<file path="src/rtl/signmag_bcd_scheduler.sv">
// signmag_bcd_scheduler: round-robin signed-to-sign/magnitude BCD converter with valid/ready output
module signmag_bcd_scheduler #(
  parameter int BITS = 8,
  parameter int NREQ = 2,
  parameter int DIGITS = 3
) (
  input  logic                       clk,
  input  logic                       rst,
  input  logic [NREQ-1:0]            req,
  input  logic [NREQ*(BITS+1)-1:0]   value,
  output logic [NREQ-1:0]            grant,
  output logic                       busy,
  output logic                       out_valid,
  input  logic                       out_ready,
  output logic                       out_sign,
  output logic [4*DIGITS-1:0]        out_bcd,
  output logic [$clog2(NREQ)-1:0]    out_src
);
  localparam int W = BITS + 1;
  localparam int BW = 4 * DIGITS;
  localparam int SW = $clog2(NREQ);
  localparam int CW = $clog2(W);
  localparam logic [CW-1:0] LAST = CW'(BITS);
  typedef enum logic [1:0] {IDLE, CONVERT, DONE} state_t;
  state_t state, state_n;
  logic [SW-1:0] ptr, win;
  logic [CW-1:0] cnt;
  logic [BW+W-1:0] sh, adj, shn;
  logic [W-1:0] cap, mag;
  logic found, take, last, bubble, sgn;
  always_comb begin
    win = ptr;
    found = 1'b0;
    for (int k = 0; k < NREQ; k++) begin
      if (!found && req[(int'(ptr) + k) % NREQ]) begin
        found = 1'b1;
        win = SW'((int'(ptr) + k) % NREQ);
      end
    end
  end
  assign take = !rst && state == IDLE && !bubble && found;
  assign grant = take ? NREQ'(1'b1) << win : '0;
  assign cap = value[int'(win)*W +: W];
  assign mag = cap[W-1] ? -cap : cap;
  assign busy = state != IDLE;
  assign out_valid = state == DONE;
  assign last = cnt == LAST;
  assign adj[W-1:0] = sh[W-1:0];
  for (genvar d = 0; d < DIGITS; d++) begin : g_adj
    assign adj[W+4*d +: 4] = sh[W+4*d +: 4] >= 4'd5 ? sh[W+4*d +: 4] + 4'd3 : sh[W+4*d +: 4];
  end
  assign shn = adj << 1;
  always_comb begin
    state_n = state == IDLE    ? (take ? CONVERT : IDLE) :
              state == CONVERT ? (last ? DONE : CONVERT) :
                                 (out_ready ? IDLE : DONE);
  end
  always_ff @(posedge clk) begin
    if (rst) begin
      state <= IDLE;
      ptr <= '0;
      cnt <= '0;
      sh <= '0;
      sgn <= 1'b0;
      bubble <= 1'b0;
      out_sign <= 1'b0;
      out_bcd <= '0;
      out_src <= '0;
    end else begin
      state <= state_n;
      bubble <= state == DONE && out_ready;
      if (take) begin
        sgn <= cap[W-1];
        sh <= {{BW{1'b0}}, mag};
        cnt <= '0;
        out_src <= win;
        ptr <= win == SW'(NREQ - 1) ? '0 : win + 1'b1;
      end
      if (state == CONVERT) begin
        sh <= shn;
        cnt <= cnt + 1'b1;
        if (last) begin
          out_bcd <= shn[BW+W-1:W];
          out_sign <= sgn;
        end
      end
    end
  end
endmodule

</file>
<file path="config.mk">
export PLATFORM = sky130hd
export DESIGN_NAME = signmag_bcd_scheduler
export DESIGN_NICKNAME = d
export VERILOG_FILES = /design/src/rtl/signmag_bcd_scheduler.sv
export SDC_FILE = /design/constraint.sdc
export NUM_CORES = 1
export LEC_CHECK = 0
export BUFFER_PORTS_ARGS = -buffer_cell sky130_fd_sc_hd__buf_4
export CAP_MARGIN = 10
export CELL_PAD_IN_SITES_DETAIL_PLACEMENT = 1
export CELL_PAD_IN_SITES_GLOBAL_PLACEMENT = 1
export CORE_MARGIN = 2
export CORE_UTILIZATION = 41
export CTS_CLUSTER_SIZE = 16
export DETAILED_ROUTE_END_ITERATION = 12
export PLACE_DENSITY = 0.85
export SLEW_MARGIN = 20
export SYNTH_ARGS = -nofsm -noshare
export SYNTH_HDL_FRONTEND = slang
export SYNTH_SLANG_ARGS = --single-unit
</file>
<file path="constraint.sdc">
create_clock -name clk -period 2.1 [get_ports clk]
set_input_delay 0.21 -clock clk [delete_from_list [all_inputs] [get_ports clk]]
set_output_delay 0.21 -clock clk [all_outputs]
set_load 0.05 [all_outputs]
</file>
==> flow_metrics.env <==
export IMPL_hold_path_class="in2reg"
export IMPL_synth_xor_area_frac=0.0192
export IMPL_fin_util=0.529
export IMPL_grt_max_degree=29
export IMPL_ant_nets=0
export IMPL_drive_above_1_share=0.254
export IMPL_fin_crit_ns=2.09
export IMPL_reg2regPathDepth=6
export IMPL_h_tree_depth=2
export IMPL_ys_flop_type="dfxtp_1"
export IMPL_finalWirelength_um=6460
export IMPL_yosysUniqueCellTypes=45
export IMPL_path_delay_family="simple AND/OR/NAND/NOR gates"
export IMPL_netlist_area_leader_share=0.386
export IMPL_synth_common_cells="dfxtp_1, a21oi_1, nand2_1"
export IMPL_worst_slew_pin_slew_ns=0.624
export IMPL_hold_end="ptr"
export IMPL_avgSynthCellArea_um2=8.32
export IMPL_irDropWorstVdd_uv=372
export IMPL_fmax_mhz=477
export IMPL_cp_depth=6
export IMPL_hold_viol_final=0
export IMPL_routed_via_density=5.61
export IMPL_finalSetupTns_ns=0
export IMPL_clkSinkCount=44
export IMPL_start_util=0.419
export IMPL_gp_congestion=0.810
export IMPL_postCtsHoldBufs=0
export IMPL_multi_input_area_um2=1360
export IMPL_period_share=0.997
export IMPL_grt_pass1_wl_um=10400
export IMPL_wl_per_cell_um=16.4
export IMPL_dpl_cell_area_um2=2700
export IMPL_maxCapViolations=0
export IMPL_path_class="reg2reg"
export IMPL_synth_compound_gate_area_share=0.189
export IMPL_core_area_um2=5440
export IMPL_dieArea_um2=6180
export IMPL_wl_met1_um=2740
export IMPL_hold_depth=2
export IMPL_power_leakage_nw=1.08
export IMPL_cp_buffers_inverters=1
export IMPL_status="completed"
export IMPL_post_place_cells=383
export IMPL_die_w_um=78.6
export IMPL_fp_row_count=27
export IMPL_slowest_stage="or4_1"
export IMPL_yosys_area_top_type="dfxtp_1"
export IMPL_muxShareOfSynthArea=0.0773
export IMPL_start_kind="flip-flop"
export IMPL_fillers=684
export IMPL_drc=0
export IMPL_path_cells="maj3_2, buf_4, mux2i_4, nand3_2, or4_1, nand3_1"
export IMPL_cp_data_required_time_ns=2.33
export IMPL_slew_viol_final=0
export IMPL_crit_arrival_ns=2.33
export IMPL_port_buffer_count=40
export IMPL_grtUsageTotal=0.210
export IMPL_die_h_um=78.6
export IMPL_grt_ovfl_total=0
export IMPL_synth_most_common_cell="dfxtp_1"
export IMPL_synthTopCellsByArea="dfxtp_1, a21oi_1, nand2_1"
export IMPL_fin_nets=354
export IMPL_power_density_nw_per_um2=645
export IMPL_insertion_delay_ns=0.30
export IMPL_synth_adder_area_share=0.0543
export IMPL_r2r_end="sh[7]"
export IMPL_route_met2_wl_um=3330
export IMPL_clkTransAtPathRegs_ns=0.08
export IMPL_fin_cells=395
export IMPL_cp_max_fo=6
export IMPL_root_buffer="clkbuf_8"
export IMPL_clock_path_buffers=2
export IMPL_drt_iter0_markers=96
export IMPL_async_flop_share=0
export IMPL_reg2reg_slack_ns=0.005
export IMPL_cts_buffers=5
export IMPL_tritoncts="built"
export IMPL_area_growth_pct=26.2
export IMPL_hold_start="req[1]"
export IMPL_synth_nets=306
export IMPL_synth_top_family_by_area="simple AND/OR/NAND/NOR gates"
export IMPL_synth_cells=274
export IMPL_slew_headroom=0.584
export IMPL_drt_first_pass_iters=4
export IMPL_fin_area_um2=2880
export IMPL_dr_max_layer_used="met4"
export IMPL_synthSimpleGateAreaFrac=0.229
export IMPL_grt_pass1_vias=2229
export IMPL_yosysWarnings=0
export IMPL_hpwl_um=4360
export IMPL_dr_total_vias=2215
export IMPL_route_met3_wl_um=250
export IMPL_synth_area_um2=2280
export IMPL_endpoint_kind="flip-flop"
export IMPL_pin_count=41
export IMPL_yosysSeqAreaShare=0.386
export IMPL_cp_slowest_stage_delay_ns=0.58
export IMPL_reg2reg_from="ptr"
export IMPL_antenna_cells=0
export IMPL_setup_viol=0
export IMPL_ys_seq_elements=44
export IMPL_skew_ns=0.00617
export IMPL_synth_edf_count=0
export IMPL_ff_latch_area_um2=882
export IMPL_antenna_found_initial=0
## metal layers
metal / vias up / GRT usage
met5: - / 0
li1: 1075 / -
met4: 0 / 0.0702
met2: 58 / 0.369
met3: 16 / 0.0345
met1: 1066 / 0.258
## worst reg2reg max path, delay by kind of cell, from the launching register on
kind,cells,cell delay (ns)
DFF,1,0.34
buffers and inverters,1,0.18
adders and majority gates,1,0.39
and+or+nand+nor,3,0.88
muxes,1,0.24
## through the flow
step	power [mW]	setup WS [ns]	hold slack, ns
6_report	1.86	0.00527	0.146
5_1_grt	1.95	-0.0284	0.159
4_1_cts	1.83	0.00535	0.151
3_5_place_dp	1.28	-0.0484	0.453
3_3_place_gp	1.27	0.125	0.440
2_1_floorplan	1.14	0.0232	0.326
## flip-flops by register name (all words and copies together), names as in the netlist
signal and cells:
bubble 1, cnt 4, out_bcd 12, out_sign 1
out_src 1, ptr 1, sgn 1, sh 21
state 2
## worst max-delay path by stage
stage | from | endpoint | slack, ns
6_report | ptr | sh[7] | 0.005
5_1_grt | ptr | sh[7] | -0.03
4_1_cts | ptr | sh[8] | 0.005
3_5_place_dp | ptr | sh[8] | -0.05
3_3_place_gp | req[1] | sh[8] | 0.12
2_1_floorplan | state[0] | grant[0] | 0.02
## report_power, final
| group | switching [mW] | total, mW | leakage, nW | internal, mW |
|---|---|---|---|---|
| clock network | 0.283 | 0.552 | 0.0455 | 0.269 |
| logic | 0.242 | 0.416 | 0.676 | 0.174 |
| registers | 0.0235 | 0.890 | 0.357 | 0.867 |
| total | 0.548 | 1.86 | 1.08 | 1.31 |
## layout make-up
class | count | area share
inverter | 9 | 0.0117
sequential | 44 | 0.306
multi-input combinational | 205 | 0.471
timing repair buffer | 57 | 0.149
clock buffer | 8 | 0.0313
tap | 72 | 0.0313
## logic make-up after synthesis
kind of cell    count (synthesis)
fa+ha+maj                      10
mux                            13
compound gates                 72
flops                          44
xor+xnor                        5
buf+inv                        25
simple gates                  105
## cell usage in the layout (no fill, tap or decap), types with 3 or more instances in the layout
| cell | instances |
|---|---|
| a211oi_1 | 5 |
| a21oi_1 | 36 |
| a22oi_1 | 5 |
| a31oi_1 | 5 |
| buf_4 | 57 |
| clkbuf_8 | 6 |
| dfxtp_1 | 43 |
| ha_1 | 8 |
| inv_1 | 8 |
| mux2i_1 | 5 |
| mux2i_4 | 6 |
| nand2_1 | 31 |
| nand2b_1 | 5 |
| nand3_1 | 18 |
| nand4_1 | 3 |
| nor2_1 | 17 |
| nor3_1 | 9 |
| nor3b_1 | 4 |
| o21ai_0 | 6 |
| xnor2_1 | 3 |
## timing repair
item / in CTS / in global routing
pin swaps: 0 / 3
resized for setup: 2 / 8
endpoints found under the setup margin: 1 / 5
buffers inserted: 0 / 4
Power figures use the tool's default switching activity.
